===== config.mk =====
export PLATFORM = sky130hd
export DESIGN_NAME = lfsr_keystream
export DESIGN_NICKNAME = d
export VERILOG_FILES = /design/src/rtl/lfsr_keystream_pkg.sv /design/src/rtl/lfsr16_step.sv /design/src/rtl/lfsr_keystream.sv
export SDC_FILE = /design/constraint.sdc
export NUM_CORES = 1
export LEC_CHECK = 0
export CORE_UTILIZATION = 49
export DETAILED_ROUTE_END_ITERATION = 10
export GPL_ROUTABILITY_DRIVEN = 0
export PLACE_DENSITY = 0.78
export REMOVE_ABC_BUFFERS = 1
export SKIP_LAST_GASP = 1
export SLEW_MARGIN = 20
export SYNTH_ARGS = -nofsm -noshare
export SYNTH_HDL_FRONTEND = slang
export SYNTH_SLANG_ARGS = --single-unit

===== constraint.sdc =====
create_clock -name clk -period 1.6 [get_ports clk]
set_input_delay 0.32 -clock clk [delete_from_list [all_inputs] [get_ports clk]]
set_output_delay 0.32 -clock clk [all_outputs]
set_load 0.01 [all_outputs]

===== src/rtl/lfsr_keystream_pkg.sv =====
// Shared constants and FSM encoding for the LFSR keystream generator.
// The zero-seed substitution lives here so every user captures seeds identically.
package lfsr_keystream_pkg;

  localparam int          LFSR_W       = 16;
  localparam logic [15:0] TAP_MASK     = 16'hB400;
  localparam logic [15:0] DEFAULT_SEED = 16'hACE1;

  typedef enum logic [1:0] {
    ST_IDLE  = 2'd0,
    ST_GEN   = 2'd1,
    ST_VALID = 2'd2
  } state_e;

  // An all-zero seed would lock the LFSR at zero forever.
  function automatic logic [LFSR_W-1:0] fix_seed(input logic [LFSR_W-1:0] s);
    return (s == '0) ? DEFAULT_SEED : s;
  endfunction

endpackage


===== src/rtl/lfsr16_step.sv =====
// One combinational step of the 16-bit Fibonacci LFSR (x^16+x^14+x^13+x^11+1).
// The output bit is the pre-step MSB.
module lfsr16_step
  import lfsr_keystream_pkg::*;
(
  input  logic [LFSR_W-1:0] s_i,
  output logic [LFSR_W-1:0] s_next_o,
  output logic              out_bit_o
);

  logic fb;

  assign fb        = ^(s_i & TAP_MASK);
  assign s_next_o  = {s_i[LFSR_W-2:0], fb};
  assign out_bit_o = s_i[LFSR_W-1];

endmodule


===== src/rtl/lfsr_keystream.sv =====
// Packs N consecutive LFSR output bits (MSB first) into keystream words.
// The LFSR only advances in GEN, so successive words are contiguous in the bit stream.
module lfsr_keystream
  import lfsr_keystream_pkg::*;
#(
  parameter int N = 8
) (
  input  logic              clk,
  input  logic              rst_n,
  input  logic              load,
  input  logic [LFSR_W-1:0] seed,
  input  logic              ks_ready,
  output logic              ks_valid,
  output logic [N-1:0]      ks,
  output logic              busy,
  output state_e            state_dbg_o
);

  localparam int             CW   = $clog2(N + 1);
  localparam logic [CW-1:0]  LAST = CW'(N - 1);

  state_e            state_q, state_d;
  logic [LFSR_W-1:0] s_q, s_d;
  logic [N-1:0]      ks_q, ks_d;
  logic [CW-1:0]     cnt_q, cnt_d;
  logic [LFSR_W-1:0] s_step;
  logic              out_bit;

  lfsr16_step u_step (
    .s_i       (s_q),
    .s_next_o  (s_step),
    .out_bit_o (out_bit)
  );

  // Handshake: a word transfers on a rising edge with ks_valid && ks_ready;
  // while ks_valid && !ks_ready the word and the LFSR are frozen. load overrides everything.
  always_comb begin
    state_d = state_q;
    s_d     = s_q;
    ks_d    = ks_q;
    cnt_d   = cnt_q;
    if (load) begin
      state_d = ST_GEN;
      s_d     = fix_seed(seed);
      ks_d    = '0;
      cnt_d   = '0;
    end else begin
      case (state_q)
        ST_IDLE: begin
        end
        ST_GEN: begin
          s_d   = s_step;
          ks_d  = N'({ks_q, out_bit});
          cnt_d = cnt_q + CW'(1);
          if (cnt_q == LAST) state_d = ST_VALID;
        end
        ST_VALID: begin
          if (ks_ready) begin
            state_d = ST_GEN;
            ks_d    = '0;
            cnt_d   = '0;
          end
        end
        default: state_d = ST_IDLE;
      endcase
    end
  end

  always_ff @(posedge clk or negedge rst_n) begin
    if (!rst_n) begin
      state_q <= ST_IDLE;
      s_q     <= DEFAULT_SEED;
      ks_q    <= '0;
      cnt_q   <= '0;
    end else begin
      state_q <= state_d;
      s_q     <= s_d;
      ks_q    <= ks_d;
      cnt_q   <= cnt_d;
    end
  end

  // Outputs decode straight from state so reset clears them without waiting for a clock.
  assign ks_valid    = (state_q == ST_VALID);
  assign busy        = (state_q == ST_GEN);
  assign ks          = ks_q;
  assign state_dbg_o = state_q;

endmodule


==> impl_results.md <==
- Starting density of the core: 51.4%
- Commonest non-fill, non-tap cell in the layout: dfrtp_1
- Ys flop type: dfrtp_1
- Critical Path AT: 1.77 ns
- # port buffers: 31
- Finished Core Util: 67.8%
- Final Instance Area: 1870 um2
- Pre-CTS setup slack: -0.232 ns
- Core area: 2760 um2
- Post-synthesis sequential area ratio: 53.7%
- Die width: 55.8 um
- Iteration-0 DRC Markers: 36
- Vias/cell: 5.60
- Leak pwr: 0.956 nW
- Longest Clk Path Bufs: 2
- Peak VDD IR: 0.644 mV
- Syn_area_per_cell: 12.2 um2
- Largest net degree at the start of global routing: 31
- TritonCTS clock tree: yes
- Most frequent cells in the layout: 22 x dfrtp_1, 19 x clkdlybuf4s50_1, 11 x nand2_1, 9 x mux2i_1, 9 x a22o_1
- Share of the synthesized area in the top cell type: 38.8%
- Clock root cell: clkbuf_4
- Max cap viols: 0
- DRC viols: 0
- Element type at the critical path end: flip-flop
- Num rows: 19
- # IOs: 32
- Die Footprint: 3110 um2
- Share of layout cells above drive strength 1: 22.2%
- Period utilization: 93.8%
- Vias in the first global route: 1074
- Total number of yosys warnings: 0
- FF/Latch Area: 761 um2
- Clock skew: 0.00831 ns
- Hold/Removal Path Class: in -> async
- TritonRoute pass-1 iters: 4
- Initial antenna violation count: 0
- TritonCTS Buffers: 5
- Overflow after GRT: 0
- CP Max Fanout: 7
- Fill cells: 221
- Final WS setup: 0.0993 ns
- Dpl cells: 179
- Dpl cell area: 1800 um2
- RSZ-0062 raised after global routing: no
- Post-DR wirelength/cell: 14.5 um
- Skew-Pair Late Insertion Delay: 0.32 ns
- Multi-input logic area: 607 um2
- Post-synthesis cell area: 1420 um2
- Area growth syn-to-layout: 31.9%
- Non-filler cells in the finished layout: 189
- Post-Syn Instances: 116
- Power per cell area: 853 nW/um2
- Final WL: 2.75 mm
- Via Count: 1059
- Crit path kind: in -> reg
- Chip Height: 55.8 um
- Antenna-violating nets left: 0
- FF-to-FF Start: state_dbg_o[1]
- Headroom to the max-slew limit: 75.2%
- Number of synthesized register bits: 30
- Final Max Slew Viols: 0
- Final Net Count: 178
- Detailed Place HPWL: 2.04 mm
- Distinct cell type count after synthesis: 29
- Total power: 1.59 mW
- Critical Path RT: 1.87 ns
- Post-synth EDFFs: 0
- FF-to-FF End: ks[1]
- CP startpoint kind: input pin
- Worst-path clk slew: 0.09 ns
- Final setup viols: 0
- Ys async rst share: 100%
- Number of antenna diodes: 0
- Worst slew pin tran: 0.368 ns
- First-pass GRT wire length: 4.89 mm
- Tmin final: 1.50 ns
- Reg-to-reg setup timing slack: 0.15 ns
- Fin. Hold Viols: 0
- Area leader, netlist: dfrtp_1
- Depth of the CTS H-tree: 2
- FF-to-FF path depth: 5
- Top cells by area, synth: dfrtp_1 39%, dfstp_2 15%, mux2i_1 6.4%
- GRT Total Usage: 20.9%
- Cts hold-fix bufs: 0
- # clock sinks: 30
- Fmax: 0.666 GHz
- Outcome: finished, final reports clean
worst max-delay path by stage:
stage	start	slack, ns	depth (start not counted)	endpoint
after detailed placement	seed[3]	-0.23	5	s_q[13]
after global routing	seed[3]	0.02	5	s_q[13]
after CTS	state_dbg_o[0]	-0.02	2	ks_valid
final	seed[3]	0.1	5	s_q[13]
after floorplan	state_dbg_o[1]	-0.06	3	cnt_q[1]
after global placement	seed[3]	-0.18	5	s_q[13]
area by class of cell:
type                            instances  area share (%)
Tap cell                               31            2.07
Timing Repair Buffer                   40            22.0
Sequential cell                        30            40.7
Multi-Input combinational cell         79            32.5
Clock buffer                            8            2.61
Inverter                                1           0.201
metal layers:
| metal | vias to the layer above | GRT usage, % | part of all wire [%] |
|---|---|---|---|
| li1 | 506 | - | - |
| met1 | 513 | 26.6 | 43 |
| met2 | 34 | 32.4 | 48 |
| met3 | 6 | 7.91 | 6.0 |
| met4 | 0 | 8.57 | 2.0 |
| met5 | - | 0 | 0 |
logic make-up after synthesis:
family          synth area share (%)
compound gates                  16.8
xor+xnor                        3.09
fa+ha+maj                      0.882
buf+inv                         3.71
flops                           53.7
mux                             11.9
simple gates                    9.97
repair_timing:
| action | 4_1_cts | 5_1_grt |
|---|---|---|
| endpoints found under the setup margin | 5 | 18 |
| setup buffers | 0 | 2 |
| resized for setup | 5 | 10 |
sequential cells by signal, indices dropped and copies added, names as in the netlist:
name	flops
s_q	16
ks	8
cnt_q	4
state_dbg_o	2
critical path, stage by stage:
cell             delay, ns
clkdlybuf4s50_1       0.42
nor4_1                0.39
and4_1                0.27
nand2b_2              0.21
o22a_1                0.16
power by group:
group	switching [mW]	internal, mW
Sequential	0.0412	0.838
Combinational	0.127	0.174
Clock	0.240	0.175
Total	0.408	1.19
metrics by stage:
step / hold WS (ns) / setup TNS, ns
floorplan: 0.0244 / -0.561
detailed placement: 0.508 / -1.63
global route: 0.344 / 0
CTS: 0.348 / -0.0177
global placement: 0.485 / -1.25
finish: 0.352 / 0
synthesized netlist by cell type, drive strengths merged, types with 2 or more instances:
library cell  number
dfrtp             22
nand2             11
o21ai             11
a22o               9
mux2i              9
dfstp              8
mux2               7
o22a               7
buf                5
nor2               4
nor4               4
xor2               3
nand2b             2
nor2b              2
xnor2              2
Power figures use the tool's default switching activity.
==> patch, RTL diff (same settings) <==
The parameter `N` goes from 8 to 4.
--- a/src/rtl/lfsr_keystream.sv
+++ b/src/rtl/lfsr_keystream.sv
@@ -4,5 +4,5 @@
   import lfsr_keystream_pkg::*;
 #(
-  parameter int N = 8
+  parameter int N = 4
 ) (
   input  logic              clk,
Ports: changed (resized ks); port bits go from 32 to 28. The function was not compared with the original's and may differ.
==> patch against the original RTL <==
- synthesized area decreased by 11%
- first-iteration DRC count decreased by 36%
- final area decreased by 13%
- sequential cell count decreased by 5
- worst setup slack got worse by 90 ps
- clock skew decreased by 4.3 ps
- wire length decreased by 6.7%
- largest cell class unchanged
- highest routed layer unchanged
Power is not compared: it rests on default switching activity, and its combinational part moved more than twofold at a synthesized area within 25%.
==> patch: results (changes against the original RTL) <==
| Metric | Value |
|---|---|
| First-pass GRT wire length | `4.39 mm (-10%)` |
| Met3 GRT Util | `4.35% (-3.6 points)` |
| DP HPWL | `1.85 mm (-9.7%)` |
| Post-synthesis cell type count | `27 (-6.9%)` |
| Share of cells above drive strength 1 | `20.5% (-1.7 points)` |
| H-tree depth | `1 (-1)` |
| WL met1 | `1.11 mm (-7.1%)` |
| Setup slack at placement | `-166 ps (+66.4 ps)` |
| Outcome | `complete, no violations` |
| Starting Density | `51.5% (+0.072 points)` |
| Ranking of synthesized cells by area | `dfrtp_1 34%, dfstp_2 17%, mux2i_1 7.1%, nor2_1 7.1%, o22a_2 5.5%` |
| Final std cells w/o fill | `191 (+1.1%)` |
| Met2 usage | `38.8% (+6.5 points)` |
| Worst EP arrival | `1270 ps (-500 ps)` |
| Avg WL per Cell | `13.4 um (-7.7%)` |
| DRT iter0 DRCs | `23 (-36%)` |
| CTS clock-pin slew for the worst setup and hold paths | `130 ps (+40 ps)` |
| GRT Total Usage | `22.5% (+1.6 points)` |
| Mapped Cells | `125 (+7.8%)` |
| Worst-margin pin slew | `331 ps (-36.9 ps)` |
| Port buffer count | `27 (-13%)` |
| Via count | `1,026 (-3.1%)` |
| Sequential-to-total area share from yosys stat | `50.3% (-3.4 points)` |
| Wire length on met3 | `119 um (-28%)` |
| Commonest cells in the netlist | `24 x nor2_1, 18 x nand2_1, 17 x dfrtp_1` |
| Crit-path max FO | `3 (-4)` |
| Skew final | `4.00 ps (-4.31 ps)` |
| Largest net degree at the start of global routing | `26 (-16%)` |
| M1 GR Usage | `26.0% (-0.56 points)` |
| CTS Buf Count | `3 (-2)` |
| Metal2 WL | `1.27 mm (-4.6%)` |
[patch: changes by cell type after synthesis, moves of 5 or more]
cell     change
a21oi_1      +5
a22o_1       -9
dfrtp_1      -5
mux2_2       -7
nand2_1      +7
nor2_1      +20
o22a_1       -7
o22a_2       +7
[patch: worst paths after layout]
check	from	to	slack, ps	depth (start not counted)
max in group asynchronous	rst_n	s_q[6]$_DFFE_PN1P_	970	2
min in group clk	ks[3]$_DFFE_PN0P_	ks[3]$_DFFE_PN0P_	530	2
setup reg to reg	state_dbg_o[0]$_DFFE_PN0P_	s_q[9]$_DFFE_PN0P_	280	6
setup / recovery	state_dbg_o[0]$_DFFE_PN0P_	ks_valid	9	3
hold / removal	rst_n	cnt_q[1]$_DFFE_PN0P_	340	2
hold reg to reg	ks[3]$_DFFE_PN0P_	ks[3]$_DFFE_PN0P_	530	2
[patch: kinds of logic (layout without fill, tap and decap cells)]
kind of cell / after synthesis / count (layout) / synth area share (%)
mux: 9 / 9 / 7.13
buf+inv: 9 / 45 / 6.14
xor+xnor: 4 / 4 / 2.77
fa+ha+maj: 2 / 2 / 1.98
flops: 25 / 25 / 50.3
simple gates: 50 / 50 / 17.8
compound gates: 26 / 26 / 13.9
[patch: final cells by class]
type	instances	area (um2)	share of cell area, %
Sequential cell	25	636	39.0
Multi-Input combinational cell	91	553	33.9
Timing Repair Buffer	38	364	22.3
Tap cell	30	37.5	2.30
Clock buffer	4	26.3	1.61
Inverter	3	13.8	0.844
[patch: critical path, cell delays in order (launching register included)]
cell	delay [ps]
dfrtp_1	400
buf_4	150
nor2b_2	140
clkdlybuf4s15_1	260
[patch: repair_timing]
action	4_1_cts	5_1_grt
endpoints found under the hold margin	0	0
buffers inserted	3	2
endpoints found under the setup margin	3	7
resized for setup	4	7
